### src/rtl/store_size_pkg.sv
// Shared encodings for the store/load size paths and the store RMW sequencer states.
// Pure declarations: no latency, no flow control.
package store_size_pkg;

   localparam logic [1:0] SS_WORD = 2'b00;
   localparam logic [1:0] SS_HALF = 2'b01;
   localparam logic [1:0] SS_BYTE = 2'b10;
   localparam logic [1:0] SS_RSVD = 2'b11;

   typedef enum logic [1:0] {
      IDLE  = 2'b00,
      READ  = 2'b01,
      WRITE = 2'b10,
      FIN   = 2'b11
   } state_t;

   // Sub-word stores must fetch the surrounding word before writing it back.
   function automatic logic ss_needs_read(input logic [1:0] ss);
      return (ss == SS_HALF) || (ss == SS_BYTE);
   endfunction

endpackage

### src/rtl/store_merge.sv
// Lane merge of new store data into the old memory word (low-order lanes, as in the load path).
// Purely combinational: zero latency, no flow control.
module store_merge
   import store_size_pkg::*;
(
   input  logic [1:0]  ss,
   input  logic [31:0] old_word,
   input  logic [31:0] new_data,
   output logic [31:0] merged
);

   always_comb begin
      merged = new_data;
      case (ss)
         SS_HALF: merged = {old_word[31:16], new_data[15:0]};
         SS_BYTE: merged = {old_word[31:8],  new_data[7:0]};
         default: merged = new_data;
      endcase
   end

endmodule

### src/rtl/store_size_rmw.sv
// Store-size sequencer: direct word write, read-merge-write for half/byte, error for reserved size.
// Latency 2 (word), MEM_LAT+2 (half/byte), 1 (reserved); start ignored while busy, no queueing.
module store_size_rmw
   import store_size_pkg::*;
#(
   parameter int unsigned MEM_LAT = 1
)
(
   input  logic        clk,
   input  logic        reset,
   input  logic        start,
   input  logic [1:0]  SS,
   input  logic [31:0] addr,
   input  logic [31:0] w_B,
   input  logic [31:0] mem_rdata,
   output logic [31:0] mem_addr,
   output logic [31:0] mem_wdata,
   output logic        mem_wr,
   output logic        busy,
   output logic        done,
   output logic        err
);

   localparam logic [2:0] LAT_LAST = 3'(MEM_LAT - 1);

   state_t      state;
   state_t      state_nxt;
   logic [2:0]  lat_cnt;
   logic [1:0]  ss_q;
   logic [31:0] wb_q;
   logic        err_q;
   logic [31:0] merged;
   logic        accept;
   logic        read_last;

   assign accept    = (state == IDLE) && start;
   assign read_last = (state == READ) && (lat_cnt == LAT_LAST);

   store_merge u_merge (
      .ss       (ss_q),
      .old_word (mem_rdata),
      .new_data (wb_q),
      .merged   (merged)
   );

   always_ff @(posedge clk or negedge reset) begin
      if (!reset) begin
         state <= IDLE;
      end else begin
         state <= state_nxt;
      end
   end

   always_comb begin
      state_nxt = state;
      case (state)
         IDLE: begin
            if (start) begin
               if (SS == SS_WORD) begin
                  state_nxt = WRITE;
               end else if (ss_needs_read(SS)) begin
                  state_nxt = READ;
               end else begin
                  state_nxt = FIN;
               end
            end
         end
         READ: begin
            if (read_last) begin
               state_nxt = WRITE;
            end
         end
         WRITE:   state_nxt = FIN;
         FIN:     state_nxt = IDLE;
         default: state_nxt = IDLE;
      endcase
   end

   // Control outputs decode the state only, so reset kills an in-flight write immediately.
   always_comb begin
      mem_wr = (state == WRITE);
      busy   = (state == READ) || (state == WRITE);
      done   = (state == FIN);
      err    = (state == FIN) && err_q;
   end

   always_ff @(posedge clk or negedge reset) begin
      if (!reset) begin
         ss_q      <= SS_WORD;
         wb_q      <= '0;
         err_q     <= 1'b0;
         lat_cnt   <= '0;
         mem_addr  <= '0;
         mem_wdata <= '0;
      end else begin
         if (accept) begin
            ss_q     <= SS;
            wb_q     <= w_B;
            mem_addr <= addr;
            err_q    <= (SS == SS_RSVD);
            lat_cnt  <= '0;
            if (SS == SS_WORD) begin
               mem_wdata <= w_B;
            end
         end else if ((state == READ) && !read_last) begin
            lat_cnt <= lat_cnt + 3'd1;
         end
         // Reserved requests leave mem_wdata untouched; it simply holds the previous store.
         if (read_last) begin
            mem_wdata <= merged;
         end
      end
   end

endmodule
### config.mk
export PLATFORM = sky130hd
export DESIGN_NAME = store_size_rmw
export DESIGN_NICKNAME = d
export VERILOG_FILES = /design/src/rtl/store_size_pkg.sv /design/src/rtl/store_merge.sv /design/src/rtl/store_size_rmw.sv
export SDC_FILE = /design/constraint.sdc
export NUM_CORES = 1
export LEC_CHECK = 0
export CORE_ASPECT_RATIO = 1.25
export CORE_MARGIN = 3
export CORE_UTILIZATION = 49
export CTS_CLUSTER_DIAMETER = 60
export CTS_CLUSTER_SIZE = 24
export DETAILED_ROUTE_END_ITERATION = 8
export PLACE_DENSITY_LB_ADDON = 0.08
export SYNTH_ARGS = -nofsm -noshare
export SYNTH_HDL_FRONTEND = slang
export SYNTH_SLANG_ARGS = --single-unit
export TNS_END_PERCENT = 5
### constraint.sdc
create_clock -name clk -period 4.4 [get_ports clk]
set_input_delay 0.66 -clock clk [delete_from_list [all_inputs] [get_ports clk]]
set_output_delay 0.66 -clock clk [all_outputs]
set_load 0.05 [all_outputs]
## Word level (Yosys, flattened, before mapping)

Index checks and enable logic that the tools add are counted.

| cells by class | value |
|---|---|
| multiply operators | 0 |
| reductions and logical operators | 15 |
| add/sub/neg operators | 1 |
| magnitude comparators | 0 |
| eq/ne operators | 10 |
| multiplexer cells | 11 |
| div/mod/pow operators | 0 |
| shift-type cells | 0 |
| bitwise gates (word level) | 0 |

Operators with widths:

| kind | count |
|---|---|
| $mux 32 | 3 |
| $pmux 32 s2 | 1 |
| $eq 2x2->1 const B | 5 |
| $mux 2 | 4 |
| $pmux 2 s4 | 1 |
| $eq 2x1->1 const B | 3 |
| $mux 3 | 2 |
| $reduce_bool 2->1 | 3 |
| $logic_and 1x1->1 | 4 |
| $logic_not 2->1 | 2 |
| $ne 2x2->1 const B | 2 |
| $reduce_and 2->1 | 2 |
| $add 3x1->3 const B | 1 |
| $logic_not 3->1 | 1 |
| $logic_or 1x1->1 | 2 |
| $logic_not 1->1 | 1 |

| word-level totals | value |
|---|---|
| bits of input ports | 101 |
| output and inout port bits | 68 |
| bits in read-only memories | 0 |
| memory bits (writable) | 0 |
| flip-flop bits (word level) | 104 |
| latch bits | 0 |
| memories | 0 |
| logic and storage cells | 44 |

## Logic depth before layout (Yosys ltp)

| logic depth | value |
|---|---|
| depth in word-level cells | 6 |
| mapped depth | 8 |

## By module

A second synthesis with hierarchy kept.

| unflattened totals | value |
|---|---|
| cell total of the unflattened synthesis | 410 |
| area total of the unflattened synthesis | 4804.6 um2 |

Modules (own cells, without submodules):

| module | area each (um2) | instances | seq. area each (um2) | cells an instance |
|---|---|---|---|---|
| store_size_rmw | 4367.9 | 1 | 2602.5 | 333 |
| store_merge | 436.7 | 1 | 0.0 | 77 |

## Worst setup path after synthesis

OpenSTA, ideal clock, no wires.

| timing path | value |
|---|---|
| path kind | register -> output |
| start point | reg state[0] |
| end point | out err |
| stages on the path, launching flop included | 3 |
| required time | 3.740 ns |
| path slack | 2.370 ns |
| data arrival time | 1.370 ns |
| cells stage by stage | dfrtp_1 > ha_1 > and2_1 |

| on the way | value |
|---|---|
| cells in the longest elaborated chain, start to end | 2 |

Ends and longest elaborated chain:

| what | RTL line | text |
|---|---|---|
| from (decl) | store_size_rmw.sv:26 | `state_t state;` |
| from (signal assigned) | store_size_rmw.sv:50 | `state <= state_nxt;` |
| $eq 2x2->1 | -- |  |
| net done | store_size_rmw.sv:20 | `output logic done,` |
| $logic_and 1x1->1 | store_size_rmw.sv:84 | `err = (state == FIN) && err_q;` |
| to (decl) | store_size_rmw.sv:21 | `output logic err` |

The timed path passes the listed nets, and every way through them passes these cells.

## Worst setup path after layout

| timing path | value |
|---|---|
| start point | reg state[0] |
| end point | out busy |

| on the way | value |
|---|---|
| cells in the longest elaborated chain, start to end | 2 |
| elaborated cells between the ends (all ways) | 3 |

Ends and longest elaborated chain:

| what | RTL line | text |
|---|---|---|
| $eq 2x1->1 / $eq 2x2->1 (equally long branches) | store_size_rmw.sv:82 | `busy = (state == READ) \|\| (state == WRITE);` |
| $logic_or 1x1->1 (*) | store_size_rmw.sv:82 |  |
| to (decl) | store_size_rmw.sv:19 | `output logic busy,` |

Every way passes the cells marked *; elsewhere a longest branch is shown, timed or not.

==> metrics.md <==
| Metric | Value |
|---|---|
| Status | finished, final reports clean |
| Placed wire-length estimate | between 8000 and 9000 um |
| Synthesis-to-layout area growth | 36.1% |
| Rows | 40 |
| H-Tree Depth | 3 |
| Mean cell area of the mapped netlist | between 10 and 15 um2 |
| Antenna violations before repair | 0 |
| Worst r2r path cells | 5 |
| Die Width | 96.2 um |
| Hold WC Path Type | input pin to asynchronous set/reset pin |
| Crit path largest cell delay | 0.80 ns |
| Global-route wire length before repair | 20000 um |
| FMAX | a little under 400 MHz |
| Dpl cells | between 600 and 700 |
| Synth cell types | 34 |
| Tot Pwr | 5980 uW |
| Max VDD drop | approximately 560 uV |
| Pins Over Slew Limit | 0 |
| Starting density of the core | about half |
| Yosys reg bits | approximately 100 |
| I/O pin total | 169 |
| Number of synthesized flops with an enable pin | 0 |
| Worst path slowest cell | clkdlybuf4s50_1 |
| Die area | 11400 um2 |
| Crit path arrival time | 1.94 ns |
| Synth Instances | about 380 |
| Syn Nets | approximately 490 |
| Pleak | approximately 0.003 uW |
| Pwr/cell area | 882 nW/um2 |
| DR WL/cell | between 15 and 20 um |
| ANT cells | 0 |
| Root buffer cell | clkbuf_16 |
| R2r setup slk | ~1.9 ns |
| RSZ-0062 raised after global routing | no |
| Buffers and inverters on the worst path | 2 |
| Largest net degree at the start of global routing | between 70 and 80 |
| Count leader, synth | dfrtp_1 |
| Post-route ant nets | 0 |
| Yosys synthesis warning count | 0 |
| Post-CTS sizing | 0 |
| Endpoints failing setup | 0 |
| Total Wirelength | around 12000 um |
| GRT Total Usage | around 23% |
| Max Cap Violations | 0 |
| # fillers | roughly 720 |
| Vias in the first global route | between 3000 and 4000 |
| WS Path Type | flip-flop to output port |
| Share of layout cells above drive strength 1 | between 15 and 20% |
| Final nets | 641 |
| Crit path capture type | output port |
| Postcts setup bufs | 0 |
| Clock Pin Slew Worst Setup and Hold Paths | around 0.060 ns |
| Top cells by count, synth | dfrtp_1 (104), a21oi_1 (66), mux2_4 (62) |
| Routability cong. | 0.829 |
| Final std cells w/o fill | approximately 660 |
| CTS max path bufs | 2 |
| CP Max Fanout | 5 |
| Crit share post-route | between 50% and 60% |
| Mapped Area | between 4000 and 5000 um2 |
| Critical path required time | roughly 3.7 ns |
| Die Height | around 120 um |
| Inserted Clock Buffers | 9 |
| Worst skew pair latency | ~0.34 ns |
| Ys flop type | dfrtp_1 |
| 1st-pass router iterations | 4 |
| CTS Hold Bufs | 0 |
| CP Depth | 3 |
| Clock tree from TritonCTS | yes |
| Yosys top cell area share | between 50% and 60% |
| Clk sinks | about 100 |
| Async SR Flop Fraction | between 90% and 100% |
| Core footprint | 9760 um2 |
| Vias/cell | 5.47 |
| Clock Skew | between 0.007 and 0.008 ns |
| Area contributors post-synth | dfrtp_1 (52%), mux2_4 (19%), a21oi_1 (6.6%) |
| Cell taking the most area after synthesis | dfrtp_1 |
| Vias | 3613 |
| Initial DRC Count | ~190 |
| Seq/Total Area, Yosys | approximately 52% |
| Worst path cell trace | inv_1 > ha_1 > clkdlybuf4s50_1 |
| Setup TNS | 0 ns |
| CP Launch Type | flip-flop |
| Cell family with most CP delay | buffers and inverters |
| Slew margin rel. | between 30% and 40% |
| GRT overflow | 0 |
| Post-route minimum period | around 2.6 ns |
| Worst-margin pin slew | about 0.96 ns |
| DRC viols | 0 |
| Final Hold Vio Count | 0 |
| IO buf count | between 150 and 200 |
==> flip-flops by register name, indices dropped and copies added, names as in the netlist <==
signal / flops
err_q: 1
lat_cnt: 3
mem_addr: 32
mem_wdata: 32
ss_q: 2
state: 2
wb_q: 32
==> power by group <==
part	internal, uW	switching [uW]	leakage [uW]
clock	383	342	0.000126
combinational	1410	2100	0.00163
sequential	1450	288	0.00122
total	3250	2730	0.00298
==> area by class of cell <==
type	count	area [um2]	area share [%]
Sequential cell	104	2600	38.4
Multi-Input combinational cell	240	2060	30.4
Timing Repair Buffer	165	1650	24.3
Clock buffer	11	233	3.43
Tap cell	126	158	2.33
Inverter	10	37.5	0.554
Clock inverter	5	33.8	0.499
==> per-layer routing <==
metal / part of all wire (%) / wire (um) / up-vias / global-route usage (%)
met5: 0 / 0 / - / 0
met4: 1.0 / 128 / 0 / 7.83
met3: 6.4 / 796 / 10 / 4.84
met2: 50 / 6270 / 104 / 37.1
met1: 42 / 5250 / 1836 / 29.1
li1: - / - / 1663 / -
==> per-stage QoR <==
stage | hold WS [ns] | instance area, um2 | utilization [%] | setup slack [ns]
2_1_floorplan | 0.364 | 4980 | - | 2.37
3_5_place_dp | 0.486 | 6510 | 66.7 | 1.71
6_report | 0.462 | 6780 | 69.4 | 1.80
4_1_cts | 0.501 | 6780 | 69.4 | 1.77
5_1_grt | 0.522 | 6780 | 69.4 | 1.70
3_3_place_gp | 0.470 | 6510 | 66.7 | 1.73
==> worst register-to-register path, cell delays in order, from the launching register on <==
cell      delay [ns]
dfrtp_1         0.36
inv_1           0.06
ha_1            0.64
o21ba_1         0.99
a221oi_1        0.17
a21oi_1         0.20
==> cell usage in the layout, fill, tap and decap left out, drive strengths merged, types with 4 or more instances in the layout <==
master,count
mux2,65
nand2,34
nor2,10
nand3,6
o21ai,5
a21oi,66
nor2b,4
ha,10
inv,10
clkbuf,11
dfrtp,104
buf,6
clkdlybuf4s50,159
a221oi,24
==> path summary, 6_finish.rpt <==
| check | endpoint | startpoint |
|---|---|---|
| min | mem_addr[28] | reset |
| max | busy | state[0] |
| min reg2reg | mem_addr[2] | mem_addr[2] |
| max reg2reg | mem_wdata[28] | ss_q[0] |
| min in group clk | mem_addr[2] | mem_addr[2] |
| max in group asynchronous | mem_addr[15] | reset |
==> cell families (layout without fill, tap and decap cells) <==
family,after synthesis,count (layout),share of synthesized area [%]
flip-flops,104,104,52.3
AO/OA/AOI/OAI,99,99,13.2
AND/OR/NAND/NOR,66,66,6.31
multiplexers,65,65,19.4
buffers and inverters,39,191,6.31
adder cells (fa/ha/maj),10,10,2.51
Power figures use the tool's default switching activity.
